==> src/rtl/serdes_rx_link_align.sv <==
// serdes_rx_link_align: receive-side link front end for the 8b/10b user-data path.
// Finds commas in any byte lane and locks onto them after a run of hits. It then
// waits for the RX sync pattern to bring the link up and captures the config word
// that follows the TX sync pattern. If commas stop, it drops back to hunting.
// Optional feature macro: SERDES_RX_REALIGN_CNT_EN enables the realignment counter.
module serdes_rx_link_align #(
  parameter int          BYTES        = 2,
  parameter logic [7:0]  COMMA        = 8'hBC,
  parameter int          LOCK_CNT     = 2,
  parameter int          LOSS_TIMEOUT = 1024,
  parameter logic [63:0] P_RX_SYNC    = 64'hf1ba_84ff_aacd_f355,
  parameter logic [63:0] P_TX_SYNC    = 64'hf1ba_84ff_aacd_2420,
  localparam int         W            = 8 * BYTES
) (
  input  logic             I_serdes_clk,
  input  logic             I_rst_n,
  input  logic [W-1:0]     I_serdes_data,
  input  logic [BYTES-1:0] I_data_is_k,
  output logic [W-1:0]     O_user_data,
  output logic             O_data_ena,
  output logic [W-1:0]     O_config_data,
  output logic             O_config_ena,
  output logic [1:0]       O_link_state,
  output logic             O_rx_link,
  output logic             O_tx_link,
  output logic [15:0]      O_realign_cnt
);

  localparam int OW = $clog2(BYTES);

  typedef enum logic [1:0] {HUNT = 2'd0, ALIGNED = 2'd1, LINKED = 2'd2} state_t;

  state_t             state, state_nxt;
  logic [W-1:0]       r_data, r1_data;
  logic [BYTES-1:0]   r_k, r1_k;
  logic               hit;
  logic [OW-1:0]      hit_off, offset, cand_off;
  logic [3:0]         lock_cnt, cnt_next;
  logic [15:0]        loss_tmr, tmr_inc;
  logic [63:0]        sync_sr;
  logic               cfg_armed;
  logic [2*W-9:0]     cat_data;
  logic [2*BYTES-2:0] cat_k;
  logic [W-1:0]       algn_data;
  logic [BYTES-1:0]   algn_k;
  logic               good_hit, bad_hit, timeout, lock_now, lock, enter_hunt, tx_match;

  // Two-stage input pipeline: current word and the one before it.
  always_ff @(posedge I_serdes_clk or negedge I_rst_n) begin
    if (!I_rst_n) begin
      r_data  <= '0;
      r_k     <= '0;
      r1_data <= '0;
      r1_k    <= '0;
    end else begin
      r_data  <= I_serdes_data;
      r_k     <= I_data_is_k;
      r1_data <= r_data;
      r1_k    <= r_k;
    end
  end

  // Comma search (lowest lane wins) and byte-offset alignment over two words.
  // The top byte of r_data can never land in an aligned word, so it is left out of the concat.
  always_comb begin
    hit     = 1'b0;
    hit_off = '0;
    for (int unsigned i = 0; i < BYTES; i++) begin
      if (!hit && r_k[i] && (r_data[8*i +: 8] == COMMA)) begin
        hit     = 1'b1;
        hit_off = OW'(i);
      end
    end
    cat_data  = {r_data[W-9:0], r1_data};
    cat_k     = {r_k[BYTES-2:0], r1_k};
    algn_data = W'(cat_data >> {offset, 3'b000});
    algn_k    = BYTES'(cat_k >> offset);
  end

  // Link state register.
  always_ff @(posedge I_serdes_clk or negedge I_rst_n) begin
    if (!I_rst_n) state <= HUNT;
    else          state <= state_nxt;
  end

  // Next-state logic; a HUNT condition overrides an RX sync match in the same cycle.
  always_comb begin
    good_hit  = hit && (hit_off == offset);
    bad_hit   = hit && (hit_off != offset);
    timeout   = !good_hit && ((17'(loss_tmr) + 17'd1) >= 17'(LOSS_TIMEOUT));
    cnt_next  = ((hit_off == cand_off) && (lock_cnt != 4'd0)) ? lock_cnt + 4'd1 : 4'd1;
    lock_now  = hit && (cnt_next == 4'(LOCK_CNT));
    state_nxt = state;
    case (state)
      HUNT:    if (lock_now) state_nxt = ALIGNED;
      ALIGNED: if (bad_hit || timeout) state_nxt = HUNT;
               else if (sync_sr == P_RX_SYNC) state_nxt = LINKED;
      LINKED:  if (bad_hit || timeout) state_nxt = HUNT;
      default: state_nxt = HUNT;
    endcase
    lock       = (state == HUNT) && lock_now;
    enter_hunt = (state != HUNT) && (state_nxt == HUNT);
    tx_match   = (state != HUNT) && (sync_sr == P_TX_SYNC);
    tmr_inc    = (loss_tmr >= 16'(LOSS_TIMEOUT)) ? loss_tmr : loss_tmr + 16'd1;
  end

  // State-derived outputs.
  always_comb begin
    O_link_state = state;
    O_rx_link    = (state == LINKED);
  end

  // Candidate offset tracking while hunting; the locked offset loads on lock.
  always_ff @(posedge I_serdes_clk or negedge I_rst_n) begin
    if (!I_rst_n) begin
      cand_off <= '0;
      lock_cnt <= '0;
      offset   <= '0;
    end else if (state == HUNT) begin
      if (hit) begin
        cand_off <= hit_off;
        lock_cnt <= lock_now ? 4'd0 : cnt_next;
      end
      if (lock_now) offset <= hit_off;
    end else if (enter_hunt) begin
      lock_cnt <= '0;
    end
  end

  // Sync shift register and loss timer.
  always_ff @(posedge I_serdes_clk or negedge I_rst_n) begin
    if (!I_rst_n) begin
      sync_sr  <= '0;
      loss_tmr <= '0;
    end else begin
      if (enter_hunt)        sync_sr <= '0;
      else if (algn_k == '0) sync_sr <= {sync_sr[63-W:0], algn_data};
      if ((state == HUNT) || enter_hunt || good_hit) loss_tmr <= '0;
      else                                           loss_tmr <= tmr_inc;
    end
  end

  // Config capture. The word aligned in the header-match cycle is already the
  // first word after the header, so the match itself acts as an armed flag.
  always_ff @(posedge I_serdes_clk or negedge I_rst_n) begin
    if (!I_rst_n) begin
      O_tx_link     <= 1'b0;
      cfg_armed     <= 1'b0;
      O_config_data <= '0;
      O_config_ena  <= 1'b0;
    end else begin
      O_config_ena <= 1'b0;
      if (enter_hunt) begin
        O_tx_link <= 1'b0;
        cfg_armed <= 1'b0;
      end else if (state != HUNT) begin
        if (tx_match) O_tx_link <= 1'b1;
        if ((cfg_armed || tx_match) && (algn_k == '0)) begin
          O_config_data <= algn_data;
          O_config_ena  <= 1'b1;
          cfg_armed     <= 1'b0;
        end else if (tx_match) begin
          cfg_armed <= 1'b1;
        end
      end
    end
  end

  // Registered user data path.
  always_ff @(posedge I_serdes_clk or negedge I_rst_n) begin
    if (!I_rst_n) begin
      O_user_data <= '0;
      O_data_ena  <= 1'b0;
    end else begin
      O_user_data <= algn_data;
      O_data_ena  <= (state == LINKED) && (algn_k == '0);
    end
  end

`ifdef SERDES_RX_REALIGN_CNT_EN
  // Saturating count of HUNT to ALIGNED locks; only reset clears it.
  always_ff @(posedge I_serdes_clk or negedge I_rst_n) begin
    if (!I_rst_n)                              O_realign_cnt <= '0;
    else if (lock && (O_realign_cnt != 16'hFFFF)) O_realign_cnt <= O_realign_cnt + 16'd1;
  end
`else
  assign O_realign_cnt = '0;
`endif

endmodule

==> config.mk <==
export PLATFORM = sky130hd
export DESIGN_NAME = serdes_rx_link_align
export DESIGN_NICKNAME = d
export VERILOG_FILES = /design/src/rtl/serdes_rx_link_align.sv
export SDC_FILE = /design/constraint.sdc
export NUM_CORES = 1
export LEC_CHECK = 0
export BUFFER_PORTS_ARGS = -buffer_cell sky130_fd_sc_hd__buf_2
export CAP_MARGIN = 15
export CORE_MARGIN = 2
export CORE_UTILIZATION = 52
export CTS_CLUSTER_SIZE = 30
export DETAILED_ROUTE_END_ITERATION = 10
export PLACE_DENSITY = 0.75
export REMOVE_ABC_BUFFERS = 1
export SLEW_MARGIN = 40
export SYNTH_ARGS = -nofsm -noshare
export SYNTH_HDL_FRONTEND = slang
export SYNTH_SLANG_ARGS = --single-unit
==> constraint.sdc <==
create_clock -name I_serdes_clk -period 2.5 [get_ports I_serdes_clk]
set_input_delay 0.375 -clock I_serdes_clk [delete_from_list [all_inputs] [get_ports I_serdes_clk]]
set_output_delay 0.375 -clock I_serdes_clk [all_outputs]
set_load 0.1 [all_outputs]
==> flow_summary_export.csv <==
group,metric,value,unit
min_path,holdCritStartpoint,"I_serdes_data[1]",
min_path,worst_hold_path.num_cells,1,
worst_setup_path,worst_setup_path_start_kind,"register",
power,p_per_area,804,nW/um2
layout,final_common_cell,"dfrtp_1",
global_route,antenna_found_initial,0,
sta,worst_pin_slew,0.684,ns
clocking,cts_sinks,160,
logic_synthesis,syn_area,6480,um2
global_route,grt_use_met3,0.0507,
sta,finalSetupViolations,16,
floorplan,die-area,13400,um2
power,internal-power,0.00471,W
layout,area_delta_synth_final,23.7,%
sta,fmax,365,MHz
place,dp_hpwl,8.81,mm
worst_setup_path,crit_chain,"nor4b_2, nand4_1, or4_1, nor3_2, and4b_1, nor2_2, or3_4, buf_8, mux2_4",
routing,vias_per_cell,5.21,
logic_synthesis,synth_edf_count,0,
worst_setup_path,ff2ff_path_depth,9,
sta,skew,0.0116,ns
worst_setup_path,cp_num_buf_inv,1,
outcome,status,"finished with violations",
worst_setup_path,crit_path_top_delay_cell,"or4_1",
worst_setup_path,critPathArrivalTime,3.04,ns
global_route,grt_pass1_wl,22.7,mm
global_route,grt_max_degree,74,
worst_setup_path,r2r_start,"sync_sr[7]",
worst_setup_path,r2r_setup_slack,-0.24,ns
place,gp_congestion,0.816,
power,pwr-share-comb,0.112,
power,power,0.00645,W
layout,final_cell_mix,"dfrtp_1, nand2_1, nor2_1",
logic_synthesis,netlist_instances,590,
logic_synthesis,yosysSeqAreaShare,0.618,
worst_setup_path,r2r-end,"O_config_data[9]",
sta,setup_ws,-0.239,ns
power,switching_share,0.270,
worst_setup_path,required,2.81,ns
logic_synthesis,synthFlopType,"dfrtp_1",
logic_synthesis,syn_avg_cell_area,11.0,um2
sta,maxSlewViolCount,0,
floorplan,die_y,116,um
logic_synthesis,yosysUniqueCellTypes,51,
power,seq_power_share,0.460,
global_route,grt.total_usage,0.220,
routing,dr.pass1.iters,5,
clocking,clock_latency,0.43,ns
outcome,violations,"setup timing",
worst_setup_path,end_kind,"register",
clocking,path_clk_slew,0.07,ns
clocking,cts-buffers-inserted,17,
sta,rsz0062_at_grt,"yes",
routing,ant_nets,0,
sta,final.period_utilization,1.10,
sta,hold_violations,0,
place,port_buffers,57,
global_route,grt_pass1_vias,4634,
routing,vias,4599,
power,p_leak,3.77,nW
global_route,grt.overflow.total,0,
clocking,htree_levels,4,
sta,final.setup.tns,-3.52,ns
power,switchingPower,0.00174,W
clocking,cts_buffer_depth,2,
layout,diodes,0,
global_route,use_met1,0.287,
min_path,hold_end,"r_data[1]",
clocking,cts_tree,"built",
logic_synthesis,synth_async_sr_flop_share,1.00,
routing,drc,0,
worst_setup_path,slowest_delay,0.48,ns
logic_synthesis,synth-seq-cells,160,
sta,fin_crit,2.74,ns
routing,drt_iter0_drc,286,
floorplan,core,12100,um2
power,ir_worst_vdd,0.691,mV
clocking,root_buffer,"clkbuf_16",
worst_setup_path,crit_type,"register to register",
layout,layout-drive-gt1-share,0.270,
floorplan,num_rows,40,
power,p_clk_frac,0.428,
routing,wl_per_cell,15.4,um
job,cap_violations,0,
global_route,busiest_layer,"met2",
global_route,use_met2,0.360,
worst_setup_path,crit_family,"simple AND/OR/NAND/NOR gates",
worst_setup_path,cp_max_fo,10,
logic_synthesis,yosysWarnings,0,
floorplan,ios,74,
sta,maxSlewHeadroom,0.544,
layout,fin_nets,725,
floorplan,start_util,0.535,
floorplan,die_width,116,um
routing,wirelength,13.6,mm
min_path,hp-class,"input pin to register",
-- worst register-to-register path, delay by kind of cell (launching register included) --
family / cells / cell delay, ns
muxes: 1 / 0.30
and+or+nand+nor: 7 / 1.77
DFF: 1 / 0.39
buffers and inverters: 1 / 0.17
-- cell type report --
type | count | area, um2
clock inverters | 14 | 193
multi-input cells | 397 | 2330
fillers | 918 | 4090
inverters | 9 | 33.8
flip-flops and latches | 160 | 4000
well taps | 168 | 210
clock buffers | 18 | 439
repair buffers | 116 | 815
-- synthesized netlist by cell type (all sizes together) (3+ instances only) --
library cell / instances / area [um2]
nor4b: 3 / 26.3
nand3: 10 / 50.1
a211oi: 3 / 27.5
nor2: 58 / 218
and2: 3 / 18.8
nand2: 107 / 402
or3: 3 / 18.8
buf: 25 / 180
nor3: 22 / 120
dfrtp: 160 / 4000
xor2: 8 / 70.1
xnor2: 5 / 43.8
a21oi: 57 / 285
o21ai: 6 / 30.0
ha: 4 / 50.1
clkbuf: 19 / 71.3
nor3b: 3 / 22.5
mux2: 32 / 394
nand4b: 4 / 35.0
nand4: 14 / 87.6
inv: 9 / 33.8
nor4bb: 7 / 70.1
-- kinds of logic after synthesis --
family	share of synthesized area
and+or+nand+nor	0.182
DFF	0.618
adders and majority gates	0.0108
buffers and inverters	0.0440
AOI/OAI and AO/OA	0.0641
xor gates and xnor gates	0.0176
muxes	0.0639
other	0.000578
-- worst max-delay path by stage --
stage	start	endpoint	slack (ns)	cells after the start
2_1_floorplan	offset	sync_sr[16]	-2.20	4
3_3_place_gp	sync_sr[7]	O_config_data[9]	-0.24	9
3_5_place_dp	sync_sr[7]	O_config_data[9]	-0.31	9
4_1_cts	sync_sr[17]	O_config_data[9]	-0.28	9
5_1_grt	sync_sr[11]	O_config_data[9]	-0.31	9
6_report	sync_sr[7]	O_config_data[9]	-0.24	9
-- per-layer routing --
layer,routed length [um],share of wire,up-vias
met5,0,0,-
met4,297,0.022,0
met1,5850,0.43,2270
met2,6990,0.51,104
met3,468,0.034,26
li1,-,-,2199
-- power by group through the flow --
| stage | Clock, W | Combinational [W] | Sequential (W) |
|---|---|---|---|
| floorplan | 0 | 0.000365 | 0.00307 |
| global placement | 0 | 0.000690 | 0.00300 |
| detailed placement | 0 | 0.000706 | 0.00301 |
| CTS | 0.00279 | 0.000714 | 0.00297 |
| global route | 0.00293 | 0.000792 | 0.00300 |
| finish | 0.00276 | 0.000720 | 0.00297 |
-- per-stage QoR --
step / cells / area [um2] / utilization / setup slack, ns / hold slack [ns]
global route: 882 / 8020 / 0.662 / -0.311 / 0.0337
CTS: 877 / 7960 / 0.657 / -0.282 / 0.0402
floorplan: 566 / 6310 / - / -2.20 / 0.0794
global placement: 843 / 7280 / 0.601 / -0.244 / 0.358
finish: 882 / 8020 / 0.662 / -0.239 / 0.0543
detailed placement: 843 / 7280 / 0.601 / -0.314 / 0.358
-- registers in the layout, indices dropped and copies added (netlist names), 4 cells and up --
name	count
loss_tmr	16
sync_sr	64
r_data	16
lock_cnt	4
r1_data	16
O_user_data	16
O_config_data	16
-- timing repair --
action                                  CTS  global route
setup buffers                             1             5
endpoints found under the hold margin    71             0
resized for setup                         8             4
pin swaps                                 3             6
hold buffers                              1             0
endpoints found under the setup margin   40            84
gates cloned                              0             0
(Power assumes the default switching activity.)
